**config.mk**
```make
export PLATFORM = sky130hd
export DESIGN_NAME = mc_ctrl_flat
export DESIGN_NICKNAME = d
export VERILOG_FILES = /design/src/rtl/mc_defs.sv /design/src/rtl/mc_ctrl_if.sv /design/src/rtl/mc_decode.sv /design/src/rtl/mc_ctrl.sv /design/src/flat_wrapper.sv
export SDC_FILE = /design/constraint.sdc
export NUM_CORES = 1
export LEC_CHECK = 0
export CORE_MARGIN = 2
export CORE_UTILIZATION = 46
export CTS_CLUSTER_SIZE = 10
export DETAILED_ROUTE_END_ITERATION = 8
export PLACE_DENSITY = 0.86
export SLEW_MARGIN = 20
export SYNTH_ARGS = -nofsm -noshare
export SYNTH_HDL_FRONTEND = slang
export SYNTH_SLANG_ARGS = --single-unit
```
**constraint.sdc**
```tcl
create_clock -name clk -period 3.4 [get_ports clk]
set_input_delay 0.34 -clock clk [delete_from_list [all_inputs] [get_ports clk]]
set_output_delay 0.34 -clock clk [all_outputs]
set_load 0.02 [all_outputs]
```
**src/rtl/mc_defs.sv**
```systemverilog
// Shared constants for the multi-cycle MIPS controller: opcode/funct values,
// FSM state encoding, datapath mux/ALU encodings and the instruction classes
// produced by the decoder.
package mc_defs;

    localparam int unsigned OP_W    = 6;
    localparam int unsigned FUNCT_W = 6;
    localparam int unsigned STATE_W = 3;
    localparam int unsigned SEL_W   = 2;

    // Primary opcodes (IR[31:26])
    localparam logic [OP_W-1:0] OP_RTYPE = 6'h00;
    localparam logic [OP_W-1:0] OP_J     = 6'h02;
    localparam logic [OP_W-1:0] OP_JAL   = 6'h03;
    localparam logic [OP_W-1:0] OP_BEQ   = 6'h04;
    localparam logic [OP_W-1:0] OP_ORI   = 6'h0D;
    localparam logic [OP_W-1:0] OP_LUI   = 6'h0F;
    localparam logic [OP_W-1:0] OP_LW    = 6'h23;
    localparam logic [OP_W-1:0] OP_SW    = 6'h2B;

    // R-type function codes (IR[5:0])
    localparam logic [FUNCT_W-1:0] FN_NOP  = 6'h00;
    localparam logic [FUNCT_W-1:0] FN_JR   = 6'h08;
    localparam logic [FUNCT_W-1:0] FN_ADDU = 6'h21;
    localparam logic [FUNCT_W-1:0] FN_SUBU = 6'h23;

    typedef enum logic [STATE_W-1:0] {
        ST_FETCH = 3'd0,
        ST_DCD   = 3'd1,
        ST_EXE   = 3'd2,
        ST_MEM   = 3'd3,
        ST_WB    = 3'd4
    } state_t;

    typedef enum logic [SEL_W-1:0] {
        ALU_ADD = 2'd0,
        ALU_SUB = 2'd1,
        ALU_OR  = 2'd2,
        ALU_LUI = 2'd3
    } alu_op_t;

    typedef enum logic [SEL_W-1:0] {
        PC_PLUS4  = 2'd0,
        PC_BRANCH = 2'd1,
        PC_JUMP   = 2'd2,
        PC_REG    = 2'd3
    } pc_src_t;

    typedef enum logic [SEL_W-1:0] {
        RD_RT = 2'd0,
        RD_RD = 2'd1,
        RD_RA = 2'd2
    } reg_dst_t;

    typedef enum logic [SEL_W-1:0] {
        WD_ALU  = 2'd0,
        WD_MEM  = 2'd1,
        WD_LINK = 2'd2
    } wd_src_t;

    typedef enum logic [3:0] {
        CL_ADDU,
        CL_SUBU,
        CL_ORI,
        CL_LUI,
        CL_LW,
        CL_SW,
        CL_BEQ,
        CL_J,
        CL_JAL,
        CL_JR,
        CL_NOP,
        CL_ILLEGAL
    } instr_class_t;

endpackage

```
**src/rtl/mc_ctrl_if.sv**
```systemverilog
// Controller <-> datapath bundle.
//   master : controller side (consumes IR fields, zero and ready strobes;
//            drives write enables, mux selects, debug state and illegal flag)
//   slave  : datapath side (mirror image)
interface mc_ctrl_if;
    import mc_defs::*;

    logic [OP_W-1:0]    op;
    logic [FUNCT_W-1:0] funct;
    logic               zero;
    logic               im_ready;
    logic               dm_ready;

    logic               pc_we;
    logic [SEL_W-1:0]   pc_src;
    logic               ir_we;
    logic               reg_we;
    logic [SEL_W-1:0]   reg_dst;
    logic [SEL_W-1:0]   wd_src;
    logic               alu_src_b;
    logic               ext_op;
    logic [SEL_W-1:0]   alu_op;
    logic               dm_re;
    logic               dm_we;
    logic [STATE_W-1:0] state_o;
    logic               illegal;

    modport master (
        input  op, funct, zero, im_ready, dm_ready,
        output pc_we, pc_src, ir_we, reg_we, reg_dst, wd_src,
               alu_src_b, ext_op, alu_op, dm_re, dm_we, state_o, illegal
    );

    modport slave (
        output op, funct, zero, im_ready, dm_ready,
        input  pc_we, pc_src, ir_we, reg_we, reg_dst, wd_src,
               alu_src_b, ext_op, alu_op, dm_re, dm_we, state_o, illegal
    );

endinterface

```
**src/rtl/mc_decode.sv**
```systemverilog
// Pure combinational instruction classifier.
//   op, funct : IR[31:26], IR[5:0]
//   cls_c     : decoded instruction class (CL_ILLEGAL for anything unsupported)
module mc_decode
    import mc_defs::*;
(
    input  logic [OP_W-1:0]    op,
    input  logic [FUNCT_W-1:0] funct,
    output instr_class_t       cls_c
);

    always_comb begin
        cls_c = CL_ILLEGAL;
        case (op)
            OP_RTYPE: begin
                case (funct)
                    FN_ADDU: cls_c = CL_ADDU;
                    FN_SUBU: cls_c = CL_SUBU;
                    FN_JR:   cls_c = CL_JR;
                    FN_NOP:  cls_c = CL_NOP;
                    default: cls_c = CL_ILLEGAL;
                endcase
            end
            OP_ORI:  cls_c = CL_ORI;
            OP_LUI:  cls_c = CL_LUI;
            OP_LW:   cls_c = CL_LW;
            OP_SW:   cls_c = CL_SW;
            OP_BEQ:  cls_c = CL_BEQ;
            OP_J:    cls_c = CL_J;
            OP_JAL:  cls_c = CL_JAL;
            default: cls_c = CL_ILLEGAL;
        endcase
    end

endmodule

```
**src/rtl/mc_ctrl.sv**
```systemverilog
// Multi-cycle control FSM for the shared MIPS datapath.
//   clk, reset : rising-edge clock, synchronous active-high reset
//   bus        : mc_ctrl_if master -- op/funct/zero/im_ready/dm_ready in;
//                write enables, mux selects, ALU/EXT controls, DM requests,
//                state_o (debug) and sticky illegal flag out
// State and illegal are registered; the remaining outputs are decoded from
// state plus instruction class and are forced low while reset is high.
module mc_ctrl
    import mc_defs::*;
(
    input  logic      clk,
    input  logic      reset,
    mc_ctrl_if.master bus
);

    state_t       state_q;
    state_t       state_d;
    logic         illegal_q;
    instr_class_t cls;

    logic     pc_we_c;
    pc_src_t  pc_src_c;
    logic     ir_we_c;
    logic     reg_we_c;
    reg_dst_t reg_dst_c;
    wd_src_t  wd_src_c;
    logic     alu_src_b_c;
    logic     ext_op_c;
    alu_op_t  alu_op_c;
    logic     dm_re_c;
    logic     dm_we_c;

    // IR is stable from DCD until the next fetch, so decode straight from it
    mc_decode u_decode (
        .op    (bus.op),
        .funct (bus.funct),
        .cls_c (cls)
    );

    // State and sticky illegal flag
    always_ff @(posedge clk) begin
        if (reset) begin
            state_q   <= ST_FETCH;
            illegal_q <= 1'b0;
        end else begin
            state_q <= state_d;
            if (state_q == ST_DCD && cls == CL_ILLEGAL) begin
                illegal_q <= 1'b1;
            end
        end
    end

    // Next state and datapath controls
    always_comb begin
        state_d     = state_q;
        pc_we_c     = 1'b0;
        pc_src_c    = PC_PLUS4;
        ir_we_c     = 1'b0;
        reg_we_c    = 1'b0;
        reg_dst_c   = RD_RT;
        wd_src_c    = WD_ALU;
        alu_src_b_c = 1'b0;
        ext_op_c    = 1'b0;
        alu_op_c    = ALU_ADD;
        dm_re_c     = 1'b0;
        dm_we_c     = 1'b0;

        // ALU/EXT controls stay put from EXE through WB (no ALUOut register)
        if (state_q == ST_EXE || state_q == ST_MEM || state_q == ST_WB) begin
            case (cls)
                CL_ADDU: alu_op_c = ALU_ADD;
                CL_SUBU: alu_op_c = ALU_SUB;
                CL_ORI: begin
                    alu_op_c    = ALU_OR;
                    alu_src_b_c = 1'b1;
                end
                CL_LUI: begin
                    alu_op_c    = ALU_LUI;
                    alu_src_b_c = 1'b1;
                end
                CL_LW, CL_SW: begin
                    alu_op_c    = ALU_ADD;
                    alu_src_b_c = 1'b1;
                    ext_op_c    = 1'b1;
                end
                CL_BEQ: begin
                    alu_op_c = ALU_SUB;
                    ext_op_c = 1'b1;
                end
                default: ;
            endcase
        end

        case (state_q)
            ST_FETCH: begin
                ir_we_c = bus.im_ready;
                pc_we_c = bus.im_ready;
                if (bus.im_ready) begin
                    state_d = ST_DCD;
                end
            end

            ST_DCD: begin
                state_d = ST_EXE;
                case (cls)
                    CL_J: begin
                        pc_we_c  = 1'b1;
                        pc_src_c = PC_JUMP;
                        state_d  = ST_FETCH;
                    end
                    CL_JAL: begin
                        pc_we_c   = 1'b1;
                        pc_src_c  = PC_JUMP;
                        reg_we_c  = 1'b1;
                        reg_dst_c = RD_RA;
                        wd_src_c  = WD_LINK;
                        state_d   = ST_FETCH;
                    end
                    CL_JR: begin
                        pc_we_c  = 1'b1;
                        pc_src_c = PC_REG;
                        state_d  = ST_FETCH;
                    end
                    CL_NOP, CL_ILLEGAL: state_d = ST_FETCH;
                    default: ;
                endcase
            end

            ST_EXE: begin
                case (cls)
                    CL_ADDU, CL_SUBU, CL_ORI, CL_LUI: state_d = ST_WB;
                    CL_LW, CL_SW:                     state_d = ST_MEM;
                    CL_BEQ: begin
                        pc_src_c = PC_BRANCH;
                        pc_we_c  = bus.zero;
                        state_d  = ST_FETCH;
                    end
                    default: state_d = ST_FETCH;
                endcase
            end

            // Request held continuously until the memory reports completion
            ST_MEM: begin
                case (cls)
                    CL_LW: begin
                        dm_re_c = 1'b1;
                        if (bus.dm_ready) begin
                            state_d = ST_WB;
                        end
                    end
                    CL_SW: begin
                        dm_we_c = 1'b1;
                        if (bus.dm_ready) begin
                            state_d = ST_FETCH;
                        end
                    end
                    default: state_d = ST_FETCH;
                endcase
            end

            ST_WB: begin
                reg_we_c  = 1'b1;
                reg_dst_c = (cls == CL_ADDU || cls == CL_SUBU) ? RD_RD : RD_RT;
                wd_src_c  = (cls == CL_LW) ? WD_MEM : WD_ALU;
                state_d   = ST_FETCH;
            end

            default: state_d = ST_FETCH;
        endcase

        // Reset kills every strobe in the same cycle, including a pending DM access
        if (reset) begin
            pc_we_c     = 1'b0;
            pc_src_c    = PC_PLUS4;
            ir_we_c     = 1'b0;
            reg_we_c    = 1'b0;
            reg_dst_c   = RD_RT;
            wd_src_c    = WD_ALU;
            alu_src_b_c = 1'b0;
            ext_op_c    = 1'b0;
            alu_op_c    = ALU_ADD;
            dm_re_c     = 1'b0;
            dm_we_c     = 1'b0;
        end
    end

    assign bus.pc_we     = pc_we_c;
    assign bus.pc_src    = pc_src_c;
    assign bus.ir_we     = ir_we_c;
    assign bus.reg_we    = reg_we_c;
    assign bus.reg_dst   = reg_dst_c;
    assign bus.wd_src    = wd_src_c;
    assign bus.alu_src_b = alu_src_b_c;
    assign bus.ext_op    = ext_op_c;
    assign bus.alu_op    = alu_op_c;
    assign bus.dm_re     = dm_re_c;
    assign bus.dm_we     = dm_we_c;
    assign bus.state_o   = state_q;
    assign bus.illegal   = illegal_q & ~reset;

endmodule

```
**src/flat_wrapper.sv**
```systemverilog
// flat-port wrapper written by rule: the top's interface ports become plain ports
module mc_ctrl_flat import mc_defs::*;
  (clk, reset, bus_op, bus_funct, bus_zero, bus_im_ready, bus_dm_ready, bus_pc_we, bus_pc_src, bus_ir_we, bus_reg_we, bus_reg_dst, bus_wd_src, bus_alu_src_b, bus_ext_op, bus_alu_op, bus_dm_re, bus_dm_we, bus_state_o, bus_illegal);
  mc_ctrl_if bus_i ();
  input  logic clk;
  input  logic reset;
  input wire logic [$bits(bus_i.op)-1:0] bus_op;
  input wire logic [$bits(bus_i.funct)-1:0] bus_funct;
  input wire logic [$bits(bus_i.zero)-1:0] bus_zero;
  input wire logic [$bits(bus_i.im_ready)-1:0] bus_im_ready;
  input wire logic [$bits(bus_i.dm_ready)-1:0] bus_dm_ready;
  output wire logic [$bits(bus_i.pc_we)-1:0] bus_pc_we;
  output wire logic [$bits(bus_i.pc_src)-1:0] bus_pc_src;
  output wire logic [$bits(bus_i.ir_we)-1:0] bus_ir_we;
  output wire logic [$bits(bus_i.reg_we)-1:0] bus_reg_we;
  output wire logic [$bits(bus_i.reg_dst)-1:0] bus_reg_dst;
  output wire logic [$bits(bus_i.wd_src)-1:0] bus_wd_src;
  output wire logic [$bits(bus_i.alu_src_b)-1:0] bus_alu_src_b;
  output wire logic [$bits(bus_i.ext_op)-1:0] bus_ext_op;
  output wire logic [$bits(bus_i.alu_op)-1:0] bus_alu_op;
  output wire logic [$bits(bus_i.dm_re)-1:0] bus_dm_re;
  output wire logic [$bits(bus_i.dm_we)-1:0] bus_dm_we;
  output wire logic [$bits(bus_i.state_o)-1:0] bus_state_o;
  output wire logic [$bits(bus_i.illegal)-1:0] bus_illegal;
  assign bus_i.op = bus_op;
  assign bus_i.funct = bus_funct;
  assign bus_i.zero = bus_zero;
  assign bus_i.im_ready = bus_im_ready;
  assign bus_i.dm_ready = bus_dm_ready;
  assign bus_pc_we = bus_i.pc_we;
  assign bus_pc_src = bus_i.pc_src;
  assign bus_ir_we = bus_i.ir_we;
  assign bus_reg_we = bus_i.reg_we;
  assign bus_reg_dst = bus_i.reg_dst;
  assign bus_wd_src = bus_i.wd_src;
  assign bus_alu_src_b = bus_i.alu_src_b;
  assign bus_ext_op = bus_i.ext_op;
  assign bus_alu_op = bus_i.alu_op;
  assign bus_dm_re = bus_i.dm_re;
  assign bus_dm_we = bus_i.dm_we;
  assign bus_state_o = bus_i.state_o;
  assign bus_illegal = bus_i.illegal;
  mc_ctrl u_core (.clk(clk), .reset(reset), .bus(bus_i));
endmodule
```
==> results of run 1 <==
[metal layers]
| metal | GRT usage | share of wire |
|---|---|---|
| met1 | 0.321 | 0.49 |
| met2 | 0.334 | 0.48 |
| met3 | 0.0115 | 0.029 |
| met4 | 0.0333 | 0 |
| met5 | 0 | 0 |
[power by group through the flow]
| stage | logic, mW | registers (mW) | clock network (mW) |
|---|---|---|---|
| after floorplan | 0.0649 | 0.0546 | 0 |
| after global placement | 0.0971 | 0.0566 | 0 |
| after detailed placement | 0.0992 | 0.0565 | 0 |
| after CTS | 0.0994 | 0.0558 | 0.0586 |
| after global routing | 0.108 | 0.0567 | 0.0622 |
| final | 0.0997 | 0.0559 | 0.0554 |
[area by class of cell]
type	count	share of cell area
Clock buffer	3	0.0187
Inverter	4	0.0125
Multi-Input combinational cell	89	0.572
Sequential cell	4	0.0666
Tap cell	25	0.0260
Timing Repair Buffer	37	0.304
[metrics by stage]
| step | instances | hold WS (ps) | util |
|---|---|---|---|
| after floorplan | 106 | 432 | - |
| after global placement | 159 | 478 | 0.683 |
| after detailed placement | 159 | 498 | 0.683 |
| after CTS | 162 | 509 | 0.696 |
| after global routing | 162 | 554 | 0.696 |
| final | 162 | 508 | 0.696 |
[how the worst max path moves through the flow]
stage | depth (start not counted) | slack (ps) | end
4_1_cts | 6 | 160 | bus_reg_dst[1]
3_3_place_gp | 7 | 260 | bus_alu_src_b
3_5_place_dp | 6 | 160 | bus_reg_dst[1]
2_1_floorplan | 6 | 980 | bus_wd_src[1]
5_1_grt | 7 | 10 | bus_alu_src_b
6_report | 6 | 140 | bus_reg_dst[1]
[tightest hold or removal path: stages (launching register included)]
cell,delay [ps]
dfxtp_1,330
a41oi_1,50
nor2_1,90
[cells in the mapped netlist, types with 2 or more instances]
master    number  share of area
clkbuf_1       2         0.0088
o21a_1         3          0.026
nand3_1        5          0.029
nand2b_1       2          0.015
o211ai_4       2          0.050
or3_1          2          0.015
nor3b_1        2          0.018
inv_1          4          0.018
nor4_1         3          0.022
nand3b_1       2          0.018
nand2_1        6          0.026
nand4_1        3          0.022
or2_2          2          0.015
nor3_1         4          0.023
a21oi_1        6          0.035
a21o_1         2          0.018
buf_6          3          0.040
and3_1         2          0.015
buf_4          3          0.026
and2_1         2          0.015
o21ai_0        3          0.018
dfxtp_1        4          0.094
nor2_1         7          0.031
xor2_1         2          0.021
nor2b_1        2          0.015
[registers in the layout, indices dropped and copies added (netlist names)]
name,count
u_core.bus.state_o,3
u_core.illegal_q,1
[logic make-up (layout without fill, tap and decap cells)]
group                  Yosys count  count (layout)
AND/OR/NAND/NOR                 56              56
AO/OA/AOI/OAI                   30              30
buffers and inverters           13              44
flip-flops                       4               4
XOR/XNOR                         3               3
==> metrics.log, run 1 <==
INFO  metric synth_top_family_by_area = simple AND/OR/NAND/NOR gates
INFO  metric antenna_violations_before_repair = 0
INFO  metric drt-wirelength-per-cell = 13.4 um
INFO  metric preCtsSetupSlack = roughly 160 ps
INFO  metric cts_hold_repair.buffers = 0
INFO  metric startpoint_type = input port
INFO  metric cts_tree = built
INFO  metric design_power_total = approximately 210 uW
INFO  metric worst_path_largest_cell_delay = 740 ps
INFO  metric cpMaxStageDelayCell = clkdlybuf4s50_1
INFO  metric number_of_cells_on_the_worst_hold_path = 2
INFO  metric grt_pass1_wl = 3460 um
INFO  metric finalWeightedCongestion = 0.836
INFO  metric post_route_cells_drive_above_1_share = 0.153
INFO  metric synth.cell_area = 852 um^2
INFO  metric worstSetupEndpointType = output port
INFO  metric synth_warnings = 0
INFO  metric synth.mux.area_fraction = 0
INFO  metric required = 3060 ps
INFO  metric worst-slew-pin-transition = 697 ps
INFO  metric adder_cell_share_of_the_synthesized_area = 0
INFO  metric timing.critical_path.buf_inv = 3
INFO  metric core-area = 0.00173 mm^2
INFO  metric leakage = 0.402 nW
INFO  metric syn-num-nets = approximately 120
INFO  metric gr-usage-all-layers = 0.211
INFO  metric first_pass_iters = 4
INFO  metric power.density_cell_area = between 150 and 200 mW/mm^2
INFO  metric clock_slew_at_reported_path_ffs = around 40 ps
INFO  metric global_route.overflow_total = 0
INFO  metric synth_compound_area_frac = 0.335
INFO  metric floorplan.die_area = between 0.002 and 0.0025 mm^2
INFO  metric clock_sink_count = 4
INFO  metric p_int = roughly 140 uW
INFO  metric cts_made_buffers = 3
INFO  metric maxClockFrequency = 307 MHz
INFO  metric final.period_utilization = 0.958
INFO  metric clockPowerShare = 0.263
INFO  metric r2r-end = u_core.bus.state_o[1]
INFO  metric detailroute.via_count = 940
INFO  metric minimum_clock_period = 3260 ps
INFO  metric p_sw = 74.4 uW
INFO  metric timing.setup.tns = 0 ps
INFO  metric synth_sequential_area_ratio = 0.0940
INFO  metric rsz_0062_raised_after_global_routing = no
INFO  metric initial_core_utilization = 0.493
INFO  metric crit-reg2reg-launch = u_core.bus.state_o[0]
INFO  metric xor_xnor_share_of_the_synthesized_area = 0.0308
INFO  metric clock_latency = 230 ps
INFO  metric number_of_synthesized_flops_with_an_enable_pin = 0
INFO  metric hp-start = u_core.illegal_q
INFO  metric diodes = 0
INFO  metric synthToLayoutAreaGrowth = 41.1%
INFO  metric stdcell_area = between 0.001 and 0.0015 mm^2
INFO  metric first_global_vias = around 810
INFO  metric clock_path_buffers = 2
INFO  metric detail_route.wirelength = 2170 um
INFO  metric number_of_nets_in_the_layout = roughly 160
INFO  metric rows = 15
INFO  metric drtAntennaViolNets = 0
INFO  metric final.setup.worst_slack = between 100 and 150 ps
INFO  metric most_common_cell_after_layout_fill_and_taps_aside = clkdlybuf4s50_1
INFO  metric die_height = 47.0 um
INFO  metric syn-mean-instance-area = between 8 and 9 um^2
INFO  metric sequentialPowerShare = 0.265
INFO  metric ys.flop_type = dfxtp_1
INFO  metric via_per_inst = 5.80
INFO  metric detailed_place.area = 0.00118 mm^2
INFO  metric hpwl = 1770 um
INFO  metric htreeDepth = 1
INFO  metric post-cts-setup-buffer-count = 0
INFO  metric timing_max_transition_violations_final = 0
INFO  metric place.port_buffers = 35
INFO  metric r2r_setup_slack = about 1700 ps
INFO  metric finalHoldViolations = 0
INFO  metric power.switching_fraction = 0.353
INFO  metric worstPathArrival = 2920 ps
INFO  metric setup-violations-final = 0
INFO  metric netlist-cell-type-count = 53
INFO  metric min_path_type = reg2reg
INFO  metric ir_worst_vdd = just over 0.2 mV
INFO  metric worst_clock_skew = 1.56 ps
INFO  metric critical_path_class = in2out
INFO  metric holdPathEnd = u_core.illegal_q
INFO  metric cp_max_fo = 11
INFO  metric comb_power_share = 0.472
INFO  metric total_area_of_sequential_cells = 80.1 um^2
INFO  metric rr_worst_depth = 4
INFO  metric run_status = completed
INFO  metric ys_seq_elements = 4
INFO  metric mostFrequentLayoutCells = 35 x clkdlybuf4s50_1, 7 x nor2_1, 6 x nand2_1, 6 x a21oi_1, 5 x nand3_1
INFO  metric die_w = 47.0 um
INFO  metric netlist_instances = around 110
INFO  metric slew_headroom = 0.534
INFO  metric critical_path.cell_chain = clkdlybuf4s50_1 -> inv_1 -> a2111oi_4 -> o211ai_4 -> nor3_1 -> clkdlybuf4s50_1
INFO  metric post_cts_resized = 0
INFO  metric synth_simple_gate_area_share = 0.442
INFO  metric drtIter0Drc = 25
INFO  metric boundaryPins = 36
INFO  metric fillCellCount = 149
INFO  metric grt_start_max_net_pins = 12
INFO  metric cp_top_family = buffers and inverters
INFO  metric critical-path-top-cell-by-count = clkdlybuf4s50_1
INFO  metric clk_root_buffer_cell = clkbuf_4
INFO  metric async_flop_share = 0
INFO  metric drv_cap = 0
INFO  metric multiInputGateArea = approximately 690 um^2
INFO  metric cp-startpoint = bus_op[0]
INFO  metric drc = 0
Note: power is estimated with default switching activity, not from simulation.
==> inputs of run 2 (changes only) <==
- SLEW_MARGIN: 20 -> 15
==> results of run 2 <==
Same layout as run 1: the final DEF is identical, and so are final timing and power.
==> patch, RTL diff (flow settings as in run 1) <==
Make the reset (`reset`) asynchronous in one clocked block. Comments in the files are not updated.
--- a/src/rtl/mc_ctrl.sv
+++ b/src/rtl/mc_ctrl.sv
@@ -39,5 +39,5 @@
 
     // State and sticky illegal flag
-    always_ff @(posedge clk) begin
+    always_ff @(posedge clk or posedge reset) begin
         if (reset) begin
             state_q   <= ST_FETCH;
Formal check against the unedited RTL: differs if reset is asserted again (counterexample within 4 cycles, from zero or initial values and one cycle with reset high); with reset held inactive, the same outputs for 10 cycles.
==> patch against run 1 <==
  * Critical path depth rose by 1
  * Maximum frequency barely moved
  * Design area fell by 5.1%
  * Setup slack barely moved
  * Power fell by 5.5%
  * Global-route usage rose by 4.6 points
  * Routed wire length rose by 6.5%
  * Sequential cell count did not move
  * Area after synthesis fell by 15%
  * Combinational power fell by 12%
  * Largest cell class unchanged
==> patch: results <==
group,metric,value,unit
outcome,outcome,"finished, final reports clean",
worst_setup_path,r2r-start,"u_core.bus.state_o[2]$_DFFE_PP0P_",
grt,grt_pass1_vias,948,
finish,fin_nets,165,
finish,largest_reg_flops,3,
detailed_routing,dr.pass1.iters,4,
yosys,synth-main-ff-cell,"dfrtp_1",
power,worst_ir_drop_vdd,239.6,µV
placed_design,dpl_cell_area,0.001114,mm²
timing,fin_worst_skew,0.003923,ns
yosys,synthDistinctLibCells,43,
yosys,async_reset_ff_frac,1.000,
worst_setup_path,critical_path.max_fanout,5,
timing,fin_crit_sh,0.9579,
timing,tightest_slew,0.4078,ns
worst_setup_path,max_stage_delay,0.60,ns
worst_setup_path,rrSetupSlack,1.92,ns
detailed_routing,vias,998,
yosys,synth_xor_area_frac,0.03627,
placed_design,hpwlAfterDp,1.860,mm
timing,holdWs,0.4663,ns
min_path,holdCritStartpoint,"u_core.illegal_q$_DFFE_PP0P_",
yosys,netlist_instances,107,
clock_network,post_cts_buffers,0,
power,p_leak,0.4383,nW
worst_setup_path,worstReg2RegEnd,"u_core.bus.state_o[2]$_DFFE_PP0P_",
min_path,hold_path_depth,1,
yosys,seq_area_frac_synth,0.1382,
yosys,synth_compound_area_frac,0.2763,
grt,grt_max_degree,14,
min_path,whs_endpoint,"u_core.illegal_q$_DFFE_PP0P_",
worst_setup_path,worstSetupStartpoint,"bus_op[4]",
grt,grt_usage,0.2568,
detailed_routing,drt_iter0_drc,23,
detailed_routing,drt_wl_total,2.307,mm
yosys,synth_most_common_cell,"nor2_1",
yosys,synth_nets,124,
clock_network,cts_buffers,3,
yosys,synth_top_cells_by_count,"nor2_1, nand2_1, nor3_1, o21ai_0",
placed_design,dpl_worst_slack,0.08566,ns
grt,grt_pass1_wl,3.795,mm
placed_design,gp_congestion,0.9180,
yosys,synth_area_leaders,"dfrtp_1, nor2_1, nand2_1",
worst_setup_path,crit_path_end,"bus_alu_op[1]",
finish,drive_gt1_frac,0.1027,
patch: cell type report:
cell class | instances | area (µm²)
inverters | 3 | 11.26
multi-input cells | 94 | 579.3
well taps | 16 | 20.02
flip-flops and latches | 4 | 100.1
repair buffers | 42 | 407.9
clock buffers | 3 | 22.52
fillers | 109 | 347.8
patch: worst max-delay path: cells and delay by family:
family / cells / cell delay (ns)
AOI/OAI and AO/OA: 1 / 0.12
buffers and inverters: 2 / 1.05
and+or+nand+nor: 4 / 1.40
patch: power by group:
| part | total [mW] | leakage (nW) | internal, mW | switching (mW) |
|---|---|---|---|---|
| clock | 0.0586 | 0.0138 | 0.0394 | 0.0192 |
| combinational | 0.0875 | 0.375 | 0.0437 | 0.0438 |
| sequential | 0.0534 | 0.0491 | 0.0493 | 0.00412 |
| total | 0.200 | 0.438 | 0.132 | 0.0671 |
patch: layer usage:
metal  wire (µm)  up-vias  GRT usage
met5           0        -          0
met4          39        0    0.09697
met3         152        4    0.02917
met2        1144       52     0.4441
met1         971      462     0.3247
li1            -      480          -
